===== src/rtl/mosby_defs.sv =====
// Shared definitions for the cache refill path: FSM encoding and the
// default line geometry / timeout used by both the cache and its refill
// controller.
package mosby_defs;

    localparam logic [1:0] ST_IDLE  = 2'd0;
    localparam logic [1:0] ST_REQ   = 2'd1;
    localparam logic [1:0] ST_WRITE = 2'd2;
    localparam logic [1:0] ST_DONE  = 2'd3;

    localparam int DEF_LINE_BYTES = 4;
    localparam int DEF_TIMEOUT    = 64;

endpackage


===== src/rtl/cache_line_fill.sv =====
// Miss-refill controller: on a cache miss, fetches the whole line from
// memory one byte per handshake, critical byte first with the offset
// wrapping inside the line, and writes each byte into the cache with a
// one-cycle strobe. Ends with a done pulse, flagged as an error when a
// beat waited too long for mem_ack.
module cache_line_fill
    import mosby_defs::*;
#(
    parameter int ADDR_W     = 16,
    parameter int DATA_W     = 8,
    parameter int LINE_BYTES = DEF_LINE_BYTES,
    parameter int TIMEOUT    = DEF_TIMEOUT
) (
    input  logic              clk,
    input  logic              rst,
    input  logic              miss_req,
    input  logic [ADDR_W-1:0] miss_addr,
    output logic              fill_busy,
    output logic              fill_we,
    output logic [ADDR_W-1:0] fill_addr,
    output logic [DATA_W-1:0] fill_data,
    output logic              fill_done,
    output logic              fill_err,
    output logic              mem_req,
    output logic [ADDR_W-1:0] mem_addr,
    input  logic              mem_ack,
    input  logic [DATA_W-1:0] mem_rdata
);

    localparam int OFF_W = $clog2(LINE_BYTES);
    localparam logic [OFF_W-1:0] LAST_BEAT = OFF_W'(LINE_BYTES - 1);
    localparam logic [7:0] TO_LIM = 8'(TIMEOUT);

    logic [1:0]              state_q;
    logic [ADDR_W-1:OFF_W]   base_q;
    logic [OFF_W-1:0]        start_q;
    logic [OFF_W-1:0]        beat_q;
    logic [7:0]              tcnt_q;
    logic                    err_q;
    logic [DATA_W-1:0]       data_q;

    logic [OFF_W-1:0]        offset;
    logic [ADDR_W-1:0]       cur_addr;
    logic [7:0]              tcnt_inc;

    // The offset is computed at OFF_W bits so it wraps inside the line and
    // never carries into the base.
    assign offset   = start_q + beat_q;
    assign cur_addr = {base_q, offset};
    assign tcnt_inc = tcnt_q + 8'd1;

    // Control path: state, address registers, beat and timeout counters.
    always_ff @(posedge clk or posedge rst) begin
        if (rst) begin
            state_q <= ST_IDLE;
            base_q  <= '0;
            start_q <= '0;
            beat_q  <= '0;
            tcnt_q  <= '0;
            err_q   <= 1'b0;
        end else begin
            case (state_q)
                ST_IDLE: begin
                    if (miss_req) begin
                        base_q  <= miss_addr[ADDR_W-1:OFF_W];
                        start_q <= miss_addr[OFF_W-1:0];
                        beat_q  <= '0;
                        tcnt_q  <= '0;
                        err_q   <= 1'b0;
                        state_q <= ST_REQ;
                    end
                end
                ST_REQ: begin
                    // An ack in the cycle the counter would expire still wins.
                    if (mem_ack) begin
                        state_q <= ST_WRITE;
                    end else if (tcnt_inc == TO_LIM) begin
                        tcnt_q  <= tcnt_inc;
                        err_q   <= 1'b1;
                        state_q <= ST_DONE;
                    end else begin
                        tcnt_q  <= tcnt_inc;
                    end
                end
                ST_WRITE: begin
                    if (beat_q == LAST_BEAT) begin
                        state_q <= ST_DONE;
                    end else begin
                        beat_q  <= beat_q + 1'b1;
                        tcnt_q  <= '0;
                        state_q <= ST_REQ;
                    end
                end
                default: begin
                    err_q   <= 1'b0;
                    state_q <= ST_IDLE;
                end
            endcase
        end
    end

    // Data path: capture the returned byte; outputs are gated, so no reset.
    always_ff @(posedge clk) begin
        if (state_q == ST_REQ && mem_ack) begin
            data_q <= mem_rdata;
        end
    end

    assign fill_busy = (state_q != ST_IDLE);
    assign mem_req   = (state_q == ST_REQ);
    assign mem_addr  = mem_req ? cur_addr : '0;
    assign fill_we   = (state_q == ST_WRITE);
    assign fill_addr = fill_we ? cur_addr : '0;
    assign fill_data = fill_we ? data_q : '0;
    assign fill_done = (state_q == ST_DONE);
    assign fill_err  = fill_done & err_q;

endmodule


===== config.mk =====
export PLATFORM = sky130hd
export DESIGN_NAME = cache_line_fill
export DESIGN_NICKNAME = d
export VERILOG_FILES = /design/src/rtl/mosby_defs.sv /design/src/rtl/cache_line_fill.sv
export SDC_FILE = /design/constraint.sdc
export NUM_CORES = 1
export LEC_CHECK = 0
export BUFFER_PORTS_ARGS = -buffer_cell sky130_fd_sc_hd__buf_2
export CORE_ASPECT_RATIO = 1.2
export CORE_MARGIN = 3
export CORE_UTILIZATION = 52
export CTS_BUF_LIST = sky130_fd_sc_hd__clkbuf_4 sky130_fd_sc_hd__clkbuf_8 sky130_fd_sc_hd__clkbuf_16
export CTS_CLUSTER_SIZE = 14
export DETAILED_ROUTE_END_ITERATION = 6
export GPL_ROUTABILITY_DRIVEN = 0
export GPL_TIMING_DRIVEN = 1
export HOLD_SLACK_MARGIN = 0.06
export PLACE_DENSITY = 0.95
export SYNTH_ARGS = -nofsm -noshare
export SYNTH_HDL_FRONTEND = slang
export SYNTH_SLANG_ARGS = --single-unit

===== constraint.sdc =====
create_clock -name clk -period 2.49 [get_ports clk]
set_input_delay 0.498 -clock clk [delete_from_list [all_inputs] [get_ports clk]]
set_output_delay 0.498 -clock clk [all_outputs]
set_load 0.02 [all_outputs]

==> run summary <==
largest cells by area after synthesis: dfrtp_1, edfxtp_1, mux2_2
# IOs: 73
Crit Path Category: flop to output pin
Slew @ Worst Pin: 0.662 ns
Final Cycle Share: 90.2%
Ant. Diodes: 0
final setup violation count: 0
Leak: 0.00128 µW
Rows: 23
Final Hold Fails: 0
synth unique cells: 35
Setup Total Neg Slack: 0 ns
Max clock buf depth: 2
fraction of post-synthesis cell area in the top cell type by area: 38.3%
area delta synth->final: 26.4%
HPWL Detailed: 3260 µm
final WL: 4360 µm
CTS tree: done
Largest stage delay, worst path: 0.53 ns
RSZ-0062 raised after global routing: false
worst-case hold slack: 0.263 ns
GRT Total Usage: 21.4%
synthesized cell area: 1890 µm²
Resize count post-CTS: 0
CTS sink count: 37
power per cell area: 1130 nW/µm²
cell taking the most area after synthesis: dfrtp_1
die height: 72.1 µm
first-pass GRT wire length: 6980 µm
Mapped Nets: 209
H-Tree Depth: 2
Post CTS Setup Buffer Count: 0
Worst-Skew Late Latency: 0.29 ns
commonest cells after routing, fill and taps aside: buf_2, dfrtp_1, and3_1
pin count of the biggest net entering global routing: 30
die area: 4400 µm²
share of cells above drive strength 1: 40.6%
# port buffers: 72
Max Slew Vio Count: 0
CP max-delay cell: inv_1
type of the worst min-delay path: input port to async pin
clock period minus worst slack: 2.25 ns
Num CTS Buffers: 5
worst-path fanout max: 28
Slew HR: 55.8%
Final #Nets: 286
CP Data Arrival Time: 1.75 ns
Mean Syn Cell Area: 10.6 µm²
most common cell after layout, fill and taps aside: buf_2
yosys warns: 0
Critical Path RT: 1.99 ns
endpoint class of the critical path: output pin
vias per inst: 5.49
worst vdd ir: 631 µV
R2R setup slack: 0.71 ns
DRT iter0 DRCs: 85
clock-pin slew on the worst setup and hold paths: 0.07 ns
Worst Skew: 0.00315 ns
DRC Markers: 0
fmax: 445 MHz
GRT overflow: 0
Final Util: 69.9%
die width: 61.1 µm
1st-pass router iterations: 4
Mapped Cells: 178
CP Launch Type: flop
status: finished clean
initial antenna violation count: 0
Max-cap violations: 0
critical-path cell list: inv_1 -> and3_1 -> buf_2
Core Box Area: 3420 µm²
antenna-violating nets left: 0
post-synthesis sequential area ratio: 51.0%
DR WL/cell: 14.9 µm
hold buffer count at CTS: 0
via count: 1,608
Initial Util: 55.3%
clock root buffer: clkbuf_8
number of global-route vias before repair: 1,496
#FFs+latches synth: 37
-- layer usage --
metal	vias to the layer above	wire length [µm]	part of all wire (%)	global-route usage (%)
met5	-	0	0	0
met4	0	98	2.2	10.6
met3	12	254	5.8	4.45
met2	63	2270	52	33.8
met1	743	1740	40	27.3
li1	790	-	-	-
-- power by group --
part           internal [µW]  total (µW)  switching [µW]
Clock                    188         394             205
Sequential               825         985             160
Combinational            555        1320             764
Total                   1570        2700            1130
-- worst max-delay path, delay by kind of cell, from the launching register on --
kind,cells,cell delay (ns)
DFF,1,0.47
and+or+nand+nor,1,0.28
buffers and inverters,2,0.70
-- per-stage QoR --
step                power [µW]  setup WS, ns  instance area [µm²]  cells
global placement          2270         0.627                 2310    285
global route              2910         0.112                 2390    293
floorplan                 1890         0.623                 1890    178
detailed placement        2320         0.574                 2310    285
finish                    2700         0.243                 2390    293
CTS                       2720         0.254                 2390    293
-- cells in the mapped netlist --
library cell  instances
a211oi_1              1
a21o_1                1
a21oi_1               4
a22o_1                2
a31o_2                1
a31oi_1               2
and2_1               18
and3_1               25
and3b_1               1
buf_2                 2
buf_6                 1
clkbuf_1              7
dfrtp_1              29
edfxtp_1              8
ha_1                  3
inv_1                 4
mux2_2               16
nand2_1               8
nand2b_1              1
nand3_1               2
nand4_1               2
nor2_1                8
nor2b_1               1
nor3_1                5
nor3b_1               3
nor3b_2               1
nor4_1                1
o211ai_1              1
o21ai_0              12
o2bb2ai_1             2
o31ai_1               2
or3b_1                1
or4_1                 1
xnor2_1               1
xor2_1                1
-- state kept, by name (all words and copies together), names as in the netlist --
signal and cells:
data_q 8, state_q 2, base_q 14, start_q 2, beat_q 2, err_q 1, tcnt_q 8
-- layout make-up --
cell class,count,area (µm²)
clock buffer,5,68.8
clock inverter,3,12.5
fill,246,1030
inverter,4,15.0
multi-input combinational,127,865
sequential,37,966
tap,37,46.3
timing repair buffer,80,420
-- worst paths after layout --
check,start,end,cells after the start
setup / recovery,state_q[0]$_DFFE_PP0P_,fill_data[1],3
hold / removal,rst,tcnt_q[3]$_DFFE_PP0P_,3
setup reg to reg,state_q[1]$_DFFE_PP0P_,tcnt_q[7]$_DFFE_PP0P_,3
hold reg to reg,base_q[2]$_DFFE_PP0P_,base_q[2]$_DFFE_PP0P_,1
max in group asynchronous,rst,state_q[1]$_DFFE_PP0P_,3
min in group clk,mem_rdata[4],data_q[4]$_DFFE_PP_,1
-- cell families (layout without fill, tap and decap cells) --
family          after synthesis  in the layout  share of synthesized area [%]
flops                        37             37                           51.0
mux                          16             16                           9.52
compound gates               28             28                           9.19
simple gates                 78             78                           24.1
xor+xnor                      2              2                          0.925
buf+inv                      14             92                           3.30
fa+ha+maj                     3              3                           1.98
Power figures use the tool's default switching activity.
